===== src/rtl/byte_stream_ram_packer.sv =====
// Packs a valid/ready byte stream into 2-lane words and drives a byte-enabled
// single-port RAM write port, with flush, address load and wrap/full handling.
module byte_stream_ram_packer #(
  parameter int SIZE      = 512,
  parameter int ADD_WIDTH = 9,
  parameter int DI_WIDTH  = 8,
  parameter int WRAP      = 1
) (
  input  logic                  CLK,
  input  logic                  RST_N,
  input  logic [DI_WIDTH-1:0]   byte_in,
  input  logic                  byte_valid,
  output logic                  byte_ready,
  input  logic                  flush,
  input  logic                  addr_load,
  input  logic [ADD_WIDTH-1:0]  addr_load_val,
  output logic [1:0]            ram_we,
  output logic [ADD_WIDTH-1:0]  ram_addr,
  output logic [2*DI_WIDTH-1:0] ram_di,
  output logic                  full,
  output logic                  wrap_pulse
);

  typedef enum logic [1:0] {EMPTY, HALF, STOP} state_t;

  localparam logic [ADD_WIDTH-1:0] LAST = ADD_WIDTH'(SIZE - 1);

  state_t                state_q, state_d;
  logic [DI_WIDTH-1:0]   held_q, held_d;
  logic [ADD_WIDTH-1:0]  next_addr_q, next_addr_d;
  logic [1:0]            ram_we_q, ram_we_d;
  logic [ADD_WIDTH-1:0]  ram_addr_q, ram_addr_d;
  logic [2*DI_WIDTH-1:0] ram_di_q, ram_di_d;
  logic                  full_q, full_d;
  logic                  wrap_pulse_q, wrap_pulse_d;

  logic                  accept;
  logic [1:0]            wr_we;
  logic [2*DI_WIDTH-1:0] wr_di;

  assign byte_ready = RST_N & ~addr_load & (state_q != STOP);
  assign accept     = byte_valid & byte_ready;

  always_comb begin
    state_d      = state_q;
    held_d       = held_q;
    next_addr_d  = next_addr_q;
    ram_we_d     = 2'b00;
    ram_addr_d   = ram_addr_q;
    ram_di_d     = ram_di_q;
    full_d       = full_q;
    wrap_pulse_d = 1'b0;
    wr_we        = 2'b00;
    wr_di        = '0;
    if (addr_load) begin
      next_addr_d = addr_load_val;
      state_d     = EMPTY;
      full_d      = 1'b0;
    end else begin
      // Flush is resolved against the state after this cycle's accept.
      if (accept && state_q == HALF) begin
        wr_we = 2'b11;
        wr_di = {byte_in, held_q};
      end else if (accept) begin
        held_d = byte_in;
        if (flush) begin
          wr_we = 2'b01;
          wr_di = {{DI_WIDTH{1'b0}}, byte_in};
        end else begin
          state_d = HALF;
        end
      end else if (flush && state_q == HALF) begin
        wr_we = 2'b01;
        wr_di = {{DI_WIDTH{1'b0}}, held_q};
      end
      if (wr_we != 2'b00) begin
        ram_we_d    = wr_we;
        ram_addr_d  = next_addr_q;
        ram_di_d    = wr_di;
        state_d     = EMPTY;
        next_addr_d = next_addr_q + ADD_WIDTH'(1);
        if (next_addr_q == LAST) begin
          next_addr_d = '0;
          if (WRAP != 0) begin
            wrap_pulse_d = 1'b1;
          end else begin
            full_d  = 1'b1;
            state_d = STOP;
          end
        end
      end
    end
  end

  always_ff @(posedge CLK) begin
    if (!RST_N) begin
      state_q      <= EMPTY;
      held_q       <= '0;
      next_addr_q  <= '0;
      ram_we_q     <= 2'b00;
      ram_addr_q   <= '0;
      ram_di_q     <= '0;
      full_q       <= 1'b0;
      wrap_pulse_q <= 1'b0;
    end else begin
      state_q      <= state_d;
      held_q       <= held_d;
      next_addr_q  <= next_addr_d;
      ram_we_q     <= ram_we_d;
      ram_addr_q   <= ram_addr_d;
      ram_di_q     <= ram_di_d;
      full_q       <= full_d;
      wrap_pulse_q <= wrap_pulse_d;
    end
  end

  assign ram_we     = ram_we_q;
  assign ram_addr   = ram_addr_q;
  assign ram_di     = ram_di_q;
  assign full       = full_q;
  assign wrap_pulse = wrap_pulse_q;

endmodule


===== config.mk =====
export PLATFORM = sky130hd
export DESIGN_NAME = byte_stream_ram_packer
export DESIGN_NICKNAME = d
export VERILOG_FILES = /design/src/rtl/byte_stream_ram_packer.sv
export SDC_FILE = /design/constraint.sdc
export NUM_CORES = 1
export LEC_CHECK = 0
export CORE_MARGIN = 2
export CORE_UTILIZATION = 49
export CTS_CLUSTER_SIZE = 24
export DETAILED_ROUTE_END_ITERATION = 8
export PLACE_DENSITY_LB_ADDON = 0.08
export SLEW_MARGIN = 15
export SYNTH_ARGS = -nofsm -noshare
export SYNTH_HDL_FRONTEND = slang
export SYNTH_SLANG_ARGS = --single-unit

===== constraint.sdc =====
create_clock -name CLK -period 2.9 [get_ports CLK]
set_input_delay 0.58 -clock CLK [delete_from_list [all_inputs] [get_ports CLK]]
set_output_delay 0.58 -clock CLK [all_outputs]
set_load 0.03 [all_outputs]

=== Yosys cells after proc, flatten, opt, wreduce, memory -nomap -nowiden ===
Cells that the tools add are included.
W data, S select, Z words.

* Output and inout port bits: 30
* Register bits after elaboration: 46

* Reductions and logical operators: 9
* Bitwise gates (word level): 7
* Eq/ne operators: 1
* Mux-type cells: 13
* Add/subtract/negate cells: 1

{| class="wikitable"
|+ Operator list
! kind !! number
|-
| $mux W16 || 2
|-
| $mux W9 || 3
|-
| $mux W8 || 2
|-
| $add A9 B1 Y9 const B || 1
|-
| $eq A9 B9 Y1 const B || 1
|-
| $mux W2 || 3
|-
| $reduce_and A3 Y1 || 2
|-
| $reduce_or A3 Y1 || 2
|-
| $not A1 Y1 || 5
|-
| $reduce_bool A2 Y1 || 2
|-
| $mux W1 || 3
|-
| $and A1 B1 Y1 || 2
|-
| $logic_and A1 B1 Y1 || 2
|-
| $reduce_and A2 Y1 || 1
|}

=== Longest topological paths before layout ===
* Word-level depth: 9
* Gate-level depth with buffers: 9

=== Worst setup path before layout ===
Ideal clock, no wire load.

* Path kind: reg-to-reg
* Start: reg next_addr_q[0]
* End: reg next_addr_q[3]
* Required time: 2.777 ns
* Slack: 0.899 ns
* Cell stages (with the launch flop): 10
* Arrival time: 1.878 ns
* Library setup time: 0.123 ns
* Cell sequence: dfxtp_1 ha_1 nand4_1 nor2_1 and2_1 ha_1 a31oi_1 o311a_1 a221oi_1 nor2b_1

* Word-level cells in the longest chain between the ends: 4
* Elaborated cells between the ends (all ways): 5
* Classes of those cells: add/sub: 1; eq/ne: 1; mux: 3

{| class="wikitable"
|+ Ends and longest elaborated chain
! item !! line !! source
|-
| start: declaration || 30 || <nowiki>logic [ADD_WIDTH-1:0] next_addr_q, next_addr_d;</nowiki>
|-
| start signal: assignment || 108 || <nowiki>next_addr_q <= next_addr_d;</nowiki>
|-
| $add A9 B1 Y9 / $eq A9 B9 Y1 (equally long branches) || 81, 82 ||
|-
| $mux W9 (*) || 82 || <nowiki>if (next_addr_q == LAST) begin</nowiki>
|-
| $mux W9 (*) || 76 || <nowiki>if (wr_we != 2'b00) begin</nowiki>
|-
| $mux W9 (*) || 55 || <nowiki>if (addr_load) begin</nowiki>
|}

Every way passes the cells marked *; elsewhere a longest branch is shown, timed or not. The select of a mux whose other input is x is not followed.
A chain may end at the register's enable or synchronous reset.

=== Final worst setup path ===
Ends and elaborated chain as after synthesis.

==> impl_metrics.env <==
export IMPL_drc=0
export IMPL_cts_htree_levels=2
export IMPL_std_cell_rows=23
export IMPL_grt_antenna_before_repair=0
export IMPL_synth_warnings=0
export IMPL_initial_core_util_pct=51.96
export IMPL_worstPathMaxFanout=8
export IMPL_grt_util_met2_pct=34.08
export IMPL_postSynthCellCount=219
export IMPL_reg2reg_slack_ns=0.47
export IMPL_summed_instance_area_of_the_synthesized_netlist_um2=2108
export IMPL_final_max_slew_viol_count=0
export IMPL_cp_common_cell="sky130_fd_sc_hd__ha_1"
export IMPL_antenna_cells=0
export IMPL_timing_critical_path_from_type="flip-flop"
export IMPL_via_per_inst=5.524
export IMPL_setup_slack_ns=0.4681
export IMPL_grt_max_degree=26
export IMPL_synth_nets=244
export IMPL_place_hpwl_um=3267
export IMPL_floorplan_io_pins=52
export IMPL_vias=1762
export IMPL_area_of_the_die_um2=4843
export IMPL_post_layout_total_power_w=0.001245
export IMPL_global_route_peak_usage_layer="met2"
export IMPL_cts_tree="yes"
export IMPL_wirelength_um=4647
export IMPL_grt_overflow_total=0
export IMPL_cts_buffers=5
export IMPL_synthDominantAreaCellType="sky130_fd_sc_hd__dfxtp_1"
export IMPL_slowest_stage="sky130_fd_sc_hd__dfxtp_1"
export IMPL_synthDistinctLibCells=51
export IMPL_detailedRoute_firstIterationViolations=137
export IMPL_drtPass1Iterations=4
export IMPL_critPathRequiredTime_ns=3.08
export IMPL_synth_enable_flop_cells=0
export IMPL_cts_sinks=46
export IMPL_max_vdd_ir_drop_uv=354.9
export IMPL_groute_layer_met1_usage_pct=26.28
export IMPL_async_flop_share_pct=0
export IMPL_cap_violations=0
export IMPL_cp_slowest_stage_delay_ns=0.48
export IMPL_clk_path_buf_depth=2
export IMPL_finalSetupTns_ns=0
export IMPL_dpl_cell_area_um2=2644
export IMPL_ant_nets=0
export IMPL_worst_hold_slack_ns=0.4571
export IMPL_clkTransAtPathRegs_ns=0.09
export IMPL_grt_pass1_vias=1691
export IMPL_drive_above_1_share_pct=11.90
export IMPL_core_area_um2=4058
export IMPL_hold_depth=2
export IMPL_critPathKind="flip-flop to flip-flop"
export IMPL_floorplan_die_width_um=69.60
export IMPL_timing_final_crit_share_pct=83.86
export IMPL_crit_path_arrival_time_ns=2.62
export IMPL_timing_hold_violations_final=0
export IMPL_gp_routability_congestion=0.8290
export IMPL_post_cts_setup_repair_buffer_count=0
export IMPL_detail_route_wl_per_cell_um=14.57
export IMPL_worst_r2r_cell_count=9
export IMPL_syn_area_per_cell_um2=9.627
export IMPL_synth_top_flop_cell="sky130_fd_sc_hd__dfxtp_1"
export IMPL_worst_r2r_endpoint="next_addr_q[3]"
export IMPL_critPathBufInv=0
export IMPL_yosys_top_cells_count="46 x sky130_fd_sc_hd__dfxtp_1, 21 x sky130_fd_sc_hd__nand2_1, 13 x sky130_fd_sc_hd__nor2_1"
export IMPL_critical_path_reg2reg_startpoint="next_addr_q[0]"
export IMPL_fin_nets=293
export IMPL_yosys_cell_count_top_type="sky130_fd_sc_hd__dfxtp_1"
export IMPL_globalRouteMet3Util_pct=5.959
export IMPL_timing_critical_path_depth=9
export IMPL_clk_insertion_delay_late_ns=0.30
export IMPL_skew_ns=0.006843
export IMPL_timing_hold_worst_endpoint="ram_addr[7]"
export IMPL_transition_at_the_pin_with_the_smallest_max_transition_slack_ns=0.5429
export IMPL_timing_max_slew_rel_slack_pct=63.69
export IMPL_synth_sequential_area_ratio_pct=43.68
export IMPL_yosys_area_top_type_share_pct=43.68
export IMPL_hold_path_startpoint="ram_addr[7]"
export IMPL_detailedPlace_worstSlack_ns=0.4751
export IMPL_fmaxAchievable_mhz=411.2
export IMPL_synthToLayoutAreaGrowth_pct=29.91
export IMPL_cts_resized=0
export IMPL_die_height_um=69.60
export IMPL_grt_first_pass_wirelength_um=8121
export IMPL_cts_root_buffer="sky130_fd_sc_hd__clkbuf_8"
export IMPL_outcome="finished clean"
export IMPL_globalRouteTotalUtil_pct=20.92
export IMPL_cp_cell_sequence="ha_1 > nand4_1 > nor2_1 > and2_1 > ha_1 > a31oi_1 > o311a_1 > a221oi_1 > nor2b_1"
export IMPL_rsz0062_at_grt="false"
export IMPL_fin_area_um2=2739
export IMPL_power_density_cell_area_nw_per_um2=454.5
export IMPL_critPathCaptureType="flip-flop"
export IMPL_placement_io_buffers=50
export IMPL_setup_viol=0
export IMPL_finalWorstPathRequiredPeriod_ns=2.432
export IMPL_pleak_nw=1.033
export IMPL_critical_path_top_delay_family="simple AND/OR/NAND/NOR gates"
export IMPL_synth_top_cells_by_area="sky130_fd_sc_hd__dfxtp_1 44%, sky130_fd_sc_hd__a221oi_2 5.7%, sky130_fd_sc_hd__mux2i_1 4.3%"
export IMPL_synth_ff_latch_count=46
export IMPL_holdCritPathClass="flip-flop to flip-flop"
export IMPL_ctsHoldBuffers=0
[report_power, final]
part	switching, W	leakage, nW	internal [W]
clock	0.000217	0.0489	0.000197
combinational	0.0000810	0.610	0.0000781
sequential	0.0000211	0.374	0.000651
total	0.000319	1.03	0.000926
[metal layers]
layer	up-vias	wire length (µm)
li1	896	-
met1	815	2154
met2	45	2184
met3	6	257
met4	0	51
met5	-	0
[worst max path at each step]
stage | from | endpoint | slack (ns)
after global routing | next_addr_q[0] | next_addr_q[3] | 0.25
after global placement | RST_N | ram_di[3] | 0.49
final | next_addr_q[0] | next_addr_q[3] | 0.47
after CTS | next_addr_q[0] | next_addr_q[3] | 0.49
after floorplan | next_addr_q[0] | next_addr_q[3] | 0.90
after detailed placement | addr_load | next_addr_q[6] | 0.48
[logic make-up after synthesis]
group,after synthesis,share of synthesized area [%]
flops,46,43.68
fa+ha+maj,5,2.789
buf+inv,21,5.282
mux,9,4.273
simple gates,79,20.00
other cells,1,0.1779
xor+xnor,1,0.4155
compound gates,57,23.38
[metrics by stage]
| stage | util [%] | std cells |
|---|---|---|
| 2_1_floorplan | - | 219 |
| 3_3_place_gp | 65.16 | 311 |
| 3_5_place_dp | 65.16 | 311 |
| 4_1_cts | 67.50 | 319 |
| 5_1_grt | 67.50 | 319 |
| 6_report | 67.50 | 319 |
[tightest hold or removal path, delay by kind of cell (launching register included)]
family	cells	cell delay, ns
compound gates	1	0.05
flops	1	0.32
simple gates	1	0.05
[layout by cell type, fill, tap and decap left out, drive strengths merged, types with 3 or more instances in the layout]
cell / instances
nor2b: 11
nand2: 21
nand3: 8
and2: 4
a221oi: 9
inv: 3
nor2: 13
a31oi: 3
a32o: 7
buf: 11
dfxtp: 46
mux2i: 9
a21oi: 3
and3: 4
nand4: 4
a21boi: 10
clkbuf: 7
o21ai: 10
ha: 3
clkdlybuf4s50: 49
nor3: 4
or3: 3
[sequential cells by signal, summed over array words and instances (netlist names)]
signal	flops
next_addr_q	9
ram_we	2
state_q	1
held_q	8
ram_addr	9
wrap_pulse	1
ram_di	16
[area by class of cell]
type | count | area [µm²]
clock buffers | 7 | 86.33
clock inverters | 1 | 8.758
fillers | 359 | 1319
inverters | 3 | 11.26
multi-input cells | 152 | 1076
flip-flops and latches | 46 | 920.9
well taps | 50 | 62.56
repair buffers | 60 | 573.1
No activity file was read; power rests on OpenSTA's default activity.
